[config.mk]
export PLATFORM = sky130hd
export DESIGN_NAME = pid_output_pwm
export DESIGN_NICKNAME = d
export VERILOG_FILES = /design/src/rtl/pid_output_pwm.sv
export SDC_FILE = /design/constraint.sdc
export NUM_CORES = 1
export LEC_CHECK = 0
export BUFFER_PORTS_ARGS = -buffer_cell sky130_fd_sc_hd__buf_2
export CORE_ASPECT_RATIO = 1.4
export CORE_MARGIN = 8
export CORE_UTILIZATION = 54
export CTS_CLUSTER_SIZE = 24
export DETAILED_ROUTE_END_ITERATION = 10
export HOLD_SLACK_MARGIN = 0.06
export PLACE_DENSITY = 0.76
export SLEW_MARGIN = 20
export SYNTH_ARGS = -nofsm -noshare
export SYNTH_HDL_FRONTEND = slang
export SYNTH_SLANG_ARGS = --single-unit
[constraint.sdc]
create_clock -name clk -period 2.3 [get_ports clk]
set_input_delay 0.23 -clock clk [delete_from_list [all_inputs] [get_ports clk]]
set_output_delay 0.23 -clock clk [all_outputs]
set_load 0.01 [all_outputs]
[src/rtl/pid_output_pwm.sv]
// pid_output_pwm: sums P/I/D contributions, saturates to the actuator range and drives a glitch-free PWM.
//   clk, rst_n (sync, active-low)
//   ena                           : gates the sum/saturate pipeline only
//   p_contrib/i_contrib/d_contrib : signed W-bit contributions
//   u_out, sat_hi, sat_lo         : saturated output and clip flags (2 enabled edges latency)
//   pwm_out, period_tick          : PWM drive (period 2^W) and once-per-period pulse
module pid_output_pwm #(
    parameter int W = 6
) (
    input  logic         clk,
    input  logic         rst_n,
    input  logic         ena,
    input  logic [W-1:0] p_contrib,
    input  logic [W-1:0] i_contrib,
    input  logic [W-1:0] d_contrib,
    output logic [W-1:0] u_out,
    output logic         sat_hi,
    output logic         sat_lo,
    output logic         pwm_out,
    output logic         period_tick
);
    localparam logic signed [W+1:0] MAX_V = (W+2)'(2 ** (W - 1) - 1);
    localparam logic signed [W+1:0] MIN_V = -(W+2)'(2 ** (W - 1));
    logic signed [W+1:0] sum_r;
    logic [W-1:0] cnt, duty_act, u_next;
    logic hi, lo;
    always_comb begin
        hi = sum_r > MAX_V;
        lo = sum_r < MIN_V;
        u_next = hi ? {1'b0, {(W-1){1'b1}}} : lo ? {1'b1, {(W-1){1'b0}}} : sum_r[W-1:0];
    end
    always_ff @(posedge clk) begin
        if (!rst_n) begin
            sum_r       <= '0;
            u_out       <= '0;
            sat_hi      <= 1'b0;
            sat_lo      <= 1'b0;
            cnt         <= '0;
            duty_act    <= {1'b1, {(W-1){1'b0}}};
            pwm_out     <= 1'b0;
            period_tick <= 1'b0;
        end else begin
            if (ena) begin
                sum_r  <= {{2{p_contrib[W-1]}}, p_contrib} + {{2{i_contrib[W-1]}}, i_contrib}
                        + {{2{d_contrib[W-1]}}, d_contrib};
                u_out  <= u_next;
                sat_hi <= hi;
                sat_lo <= lo;
            end
            cnt <= cnt + 1'b1;
            // duty only reloads at the wrap so the waveform never glitches mid-period;
            // inverting the MSB maps two's complement to offset binary
            if (cnt == '1)
                duty_act <= {~u_out[W-1], u_out[W-2:0]};
            pwm_out     <= cnt < duty_act;
            period_tick <= cnt == '1;
        end
    end
endmodule

==> out/qor.yml <==
min_period_over_period: 0.816
cts_max_path_buffers: 2
async_flop_share: 0
synth.largest_area_cell: "dfxtp_1"
drt-initial-drc-count: 32
routed_via_density: 5.33
clockRootBuffer: "clkbuf_8"
place_hpwl_mm: 2.49
grt_util_met1: 0.0966
p_leak_nw: 0.831
hold_start: "rst_n"
drt_first_pass_iters: 4
rr_startpoint: "cnt[0]$_SDFF_PN0_"
die_x_um: 62.2
tightest_slew_ns: 0.455
p_seq_frac: 0.464
ir_drop_v: 0.000381
grt_util_met2: 0.267
die_area_sq_um: 5020
top_usage_layer: "met2"
overflow: 0
syn_nets: 207
postRouteWirelength_mm: 3.14
rsz0062_at_grt: "no"
grtUsageTotal: 0.130
synthFlopType: "dfxtp_1"
r2r-end: "duty_act[2]$_SDFFE_PN0P_"
min_period_ns: 1.88
whs_ns: 0.383
crit_top_cell: "fa_1"
setup_tns_ns: 0
drc: 0
maxSlewViolCount: 0
cts_tree: "done"
port_buffers: 30
cts_sinks: 30
coreArea_sq_um: 2850
finalSetupViolations: 0
internal_power_uw: 916
required_ns: 2.49
synth_common_cells: "30 x dfxtp_1, 13 x inv_1, 12 x ha_1, 11 x nor2b_1"
grt_pass1_wl_mm: 5.18
start_util: 0.567
fin_skew_ns: 0.00313
synthesis.area_sq_um: 1620
drive_gt1_frac: 0.194
reg2reg_depth: 5
synth_area_leaders: "dfxtp_1 37%, ha_1 9.3%, fa_1 8.7%"
status: "complete, no violations"
worstSetupPathType: "input port to flip-flop"
path_clk_slew_ns: 0.06
critPathMaxStageDelay_ns: 0.53
relSlewSlack: 0.697
ys_types: 30
endpoint_kind: "flip-flop"
vias: 1243
met3_usage: 0.0344
synth_edf_count: 0
ant_nets: 0
worst_path_max_delay_cell: "fa_1"
area_growth_syn_to_layout_pct: 14.6
hold_end: "duty_act[5]$_SDFFE_PN1P_"
cts_made_buffers: 5
grt_max_degree: 34
ctsResizeCount: 0
min_path_cells: 2
cts_setup_buffers: 0
power.switching_uw: 351
crit_chain: "buf_2, fa_1, ha_1, inv_1, fa_1, nand2b_1, a21oi_1, nor2_1, o31ai_1"
worstSetupStartpointType: "input port"
cp_max_fo: 2
syn_avg_cell_area_sq_um: 9.68
p_sw_frac: 0.277
p_comb_frac: 0.212
maxCapViolations: 0
gp_congestion: 0.711
antenna_found_initial: 0
clock_latency_ns: 0.28
wl_per_cell_um: 13.5
pwr-share-clk: 0.325
r2r_slack_ns: 0.88
cts_hold_buf: 0
yosys_warnings: 0
synth-seq-cells: 30
fmax_ghz: 0.533
syn_inst: 167
io_pins: 31
yosysTopAreaCellShare: 0.372
antenna_cells: 0
p_per_area_nw_per_um2: 684
hold_violations: 0
dieHeight_um: 80.7
seq_area_frac_synth: 0.372
worstPathArrival_ns: 2.07
grt_pass1_vias: 1318
nets: 237
min_path_type: "input port to flip-flop"
cts_max_level: 2
yosysMostFrequentCell: "dfxtp_1"
rows: 23
## cell families after synthesis
family,share of synthesized area
adders and majority gates,0.180
buffers and inverters,0.0565
DFF,0.372
and+or+nand+nor,0.175
muxes,0.0557
xor gates and xnor gates,0.0325
AOI/OAI and AO/OA,0.129
## placed cells by master (no fill, tap or decap), types with 4 or more instances in the layout
master | synthesis | final
nor2b_1 | 11 | 11
clkbuf_8 | 0 | 6
fa_1 | 7 | 7
ha_1 | 12 | 12
nand2_1 | 8 | 8
xnor2_1 | 4 | 4
nor2_1 | 10 | 10
buf_2 | 1 | 30
nand2b_1 | 9 | 9
o21ai_0 | 10 | 10
a21boi_1 | 6 | 6
inv_1 | 13 | 13
and2_1 | 5 | 5
mux2i_1 | 9 | 9
dfxtp_1 | 30 | 30
a21oi_1 | 6 | 6
## layer usage
layer,up-vias,routed length (um)
met3,14,116
met4,0,139
met1,580,1160
met5,-,0
li1,617,-
met2,32,1720
## power by group through the flow
stage / combinational [mW] / sequential (mW) / clock, mW
2_1_floorplan: 0.186 / 0.600 / 0
3_3_place_gp: 0.258 / 0.597 / 0
3_5_place_dp: 0.272 / 0.599 / 0
4_1_cts: 0.273 / 0.588 / 0.427
5_1_grt: 0.304 / 0.593 / 0.454
6_report: 0.268 / 0.587 / 0.412
## flip-flops by register name, indices dropped and copies added (netlist names)
signal / cells
cnt: 6
duty_act: 6
period_tick: 1
pwm_out: 1
sat_hi: 1
sat_lo: 1
sum_r: 8
u_out: 6
## worst max-delay path: cells and delay by family
family / cells / cell delay, ns
adder cells (fa/ha/maj): 3 / 1.07
AO/OA/AOI/OAI: 2 / 0.37
AND/OR/NAND/NOR: 2 / 0.23
buffers and inverters: 2 / 0.16
## worst max path at each step
stage	cells after the start	startpoint	slack, ns	endpoint
2_1_floorplan	8	p_contrib[1]	0.36	sum_r[5]$_SDFFE_PN0P_
3_3_place_gp	9	p_contrib[1]	0.20	sum_r[5]$_SDFFE_PN0P_
3_5_place_dp	9	p_contrib[1]	0.15	sum_r[5]$_SDFFE_PN0P_
4_1_cts	9	p_contrib[1]	0.45	sum_r[5]$_SDFFE_PN0P_
5_1_grt	9	p_contrib[1]	0.32	sum_r[5]$_SDFFE_PN0P_
6_report	9	p_contrib[1]	0.42	sum_r[5]$_SDFFE_PN0P_
## stage by stage
step | instance area (sq um) | setup WS (ns) | power (mW) | cells | utilization
floorplan | 1620 | 0.360 | 0.786 | 167 | -
global placement | 1770 | 0.197 | 0.854 | 227 | 0.621
detailed placement | 1770 | 0.150 | 0.872 | 227 | 0.621
CTS | 1850 | 0.449 | 1.29 | 233 | 0.650
global route | 1850 | 0.320 | 1.35 | 233 | 0.650
finish | 1850 | 0.423 | 1.27 | 233 | 0.650
## layout make-up
cell class | instances | area (sq um)
Fill cell | 240 | 996
Multi-Input combinational cell | 117 | 925
Sequential cell | 30 | 601
Timing Repair Buffer | 30 | 150
Clock buffer | 6 | 82.6
Inverter | 13 | 48.8
Tap cell | 37 | 46.3
Note: power is estimated with default switching activity, not from simulation.
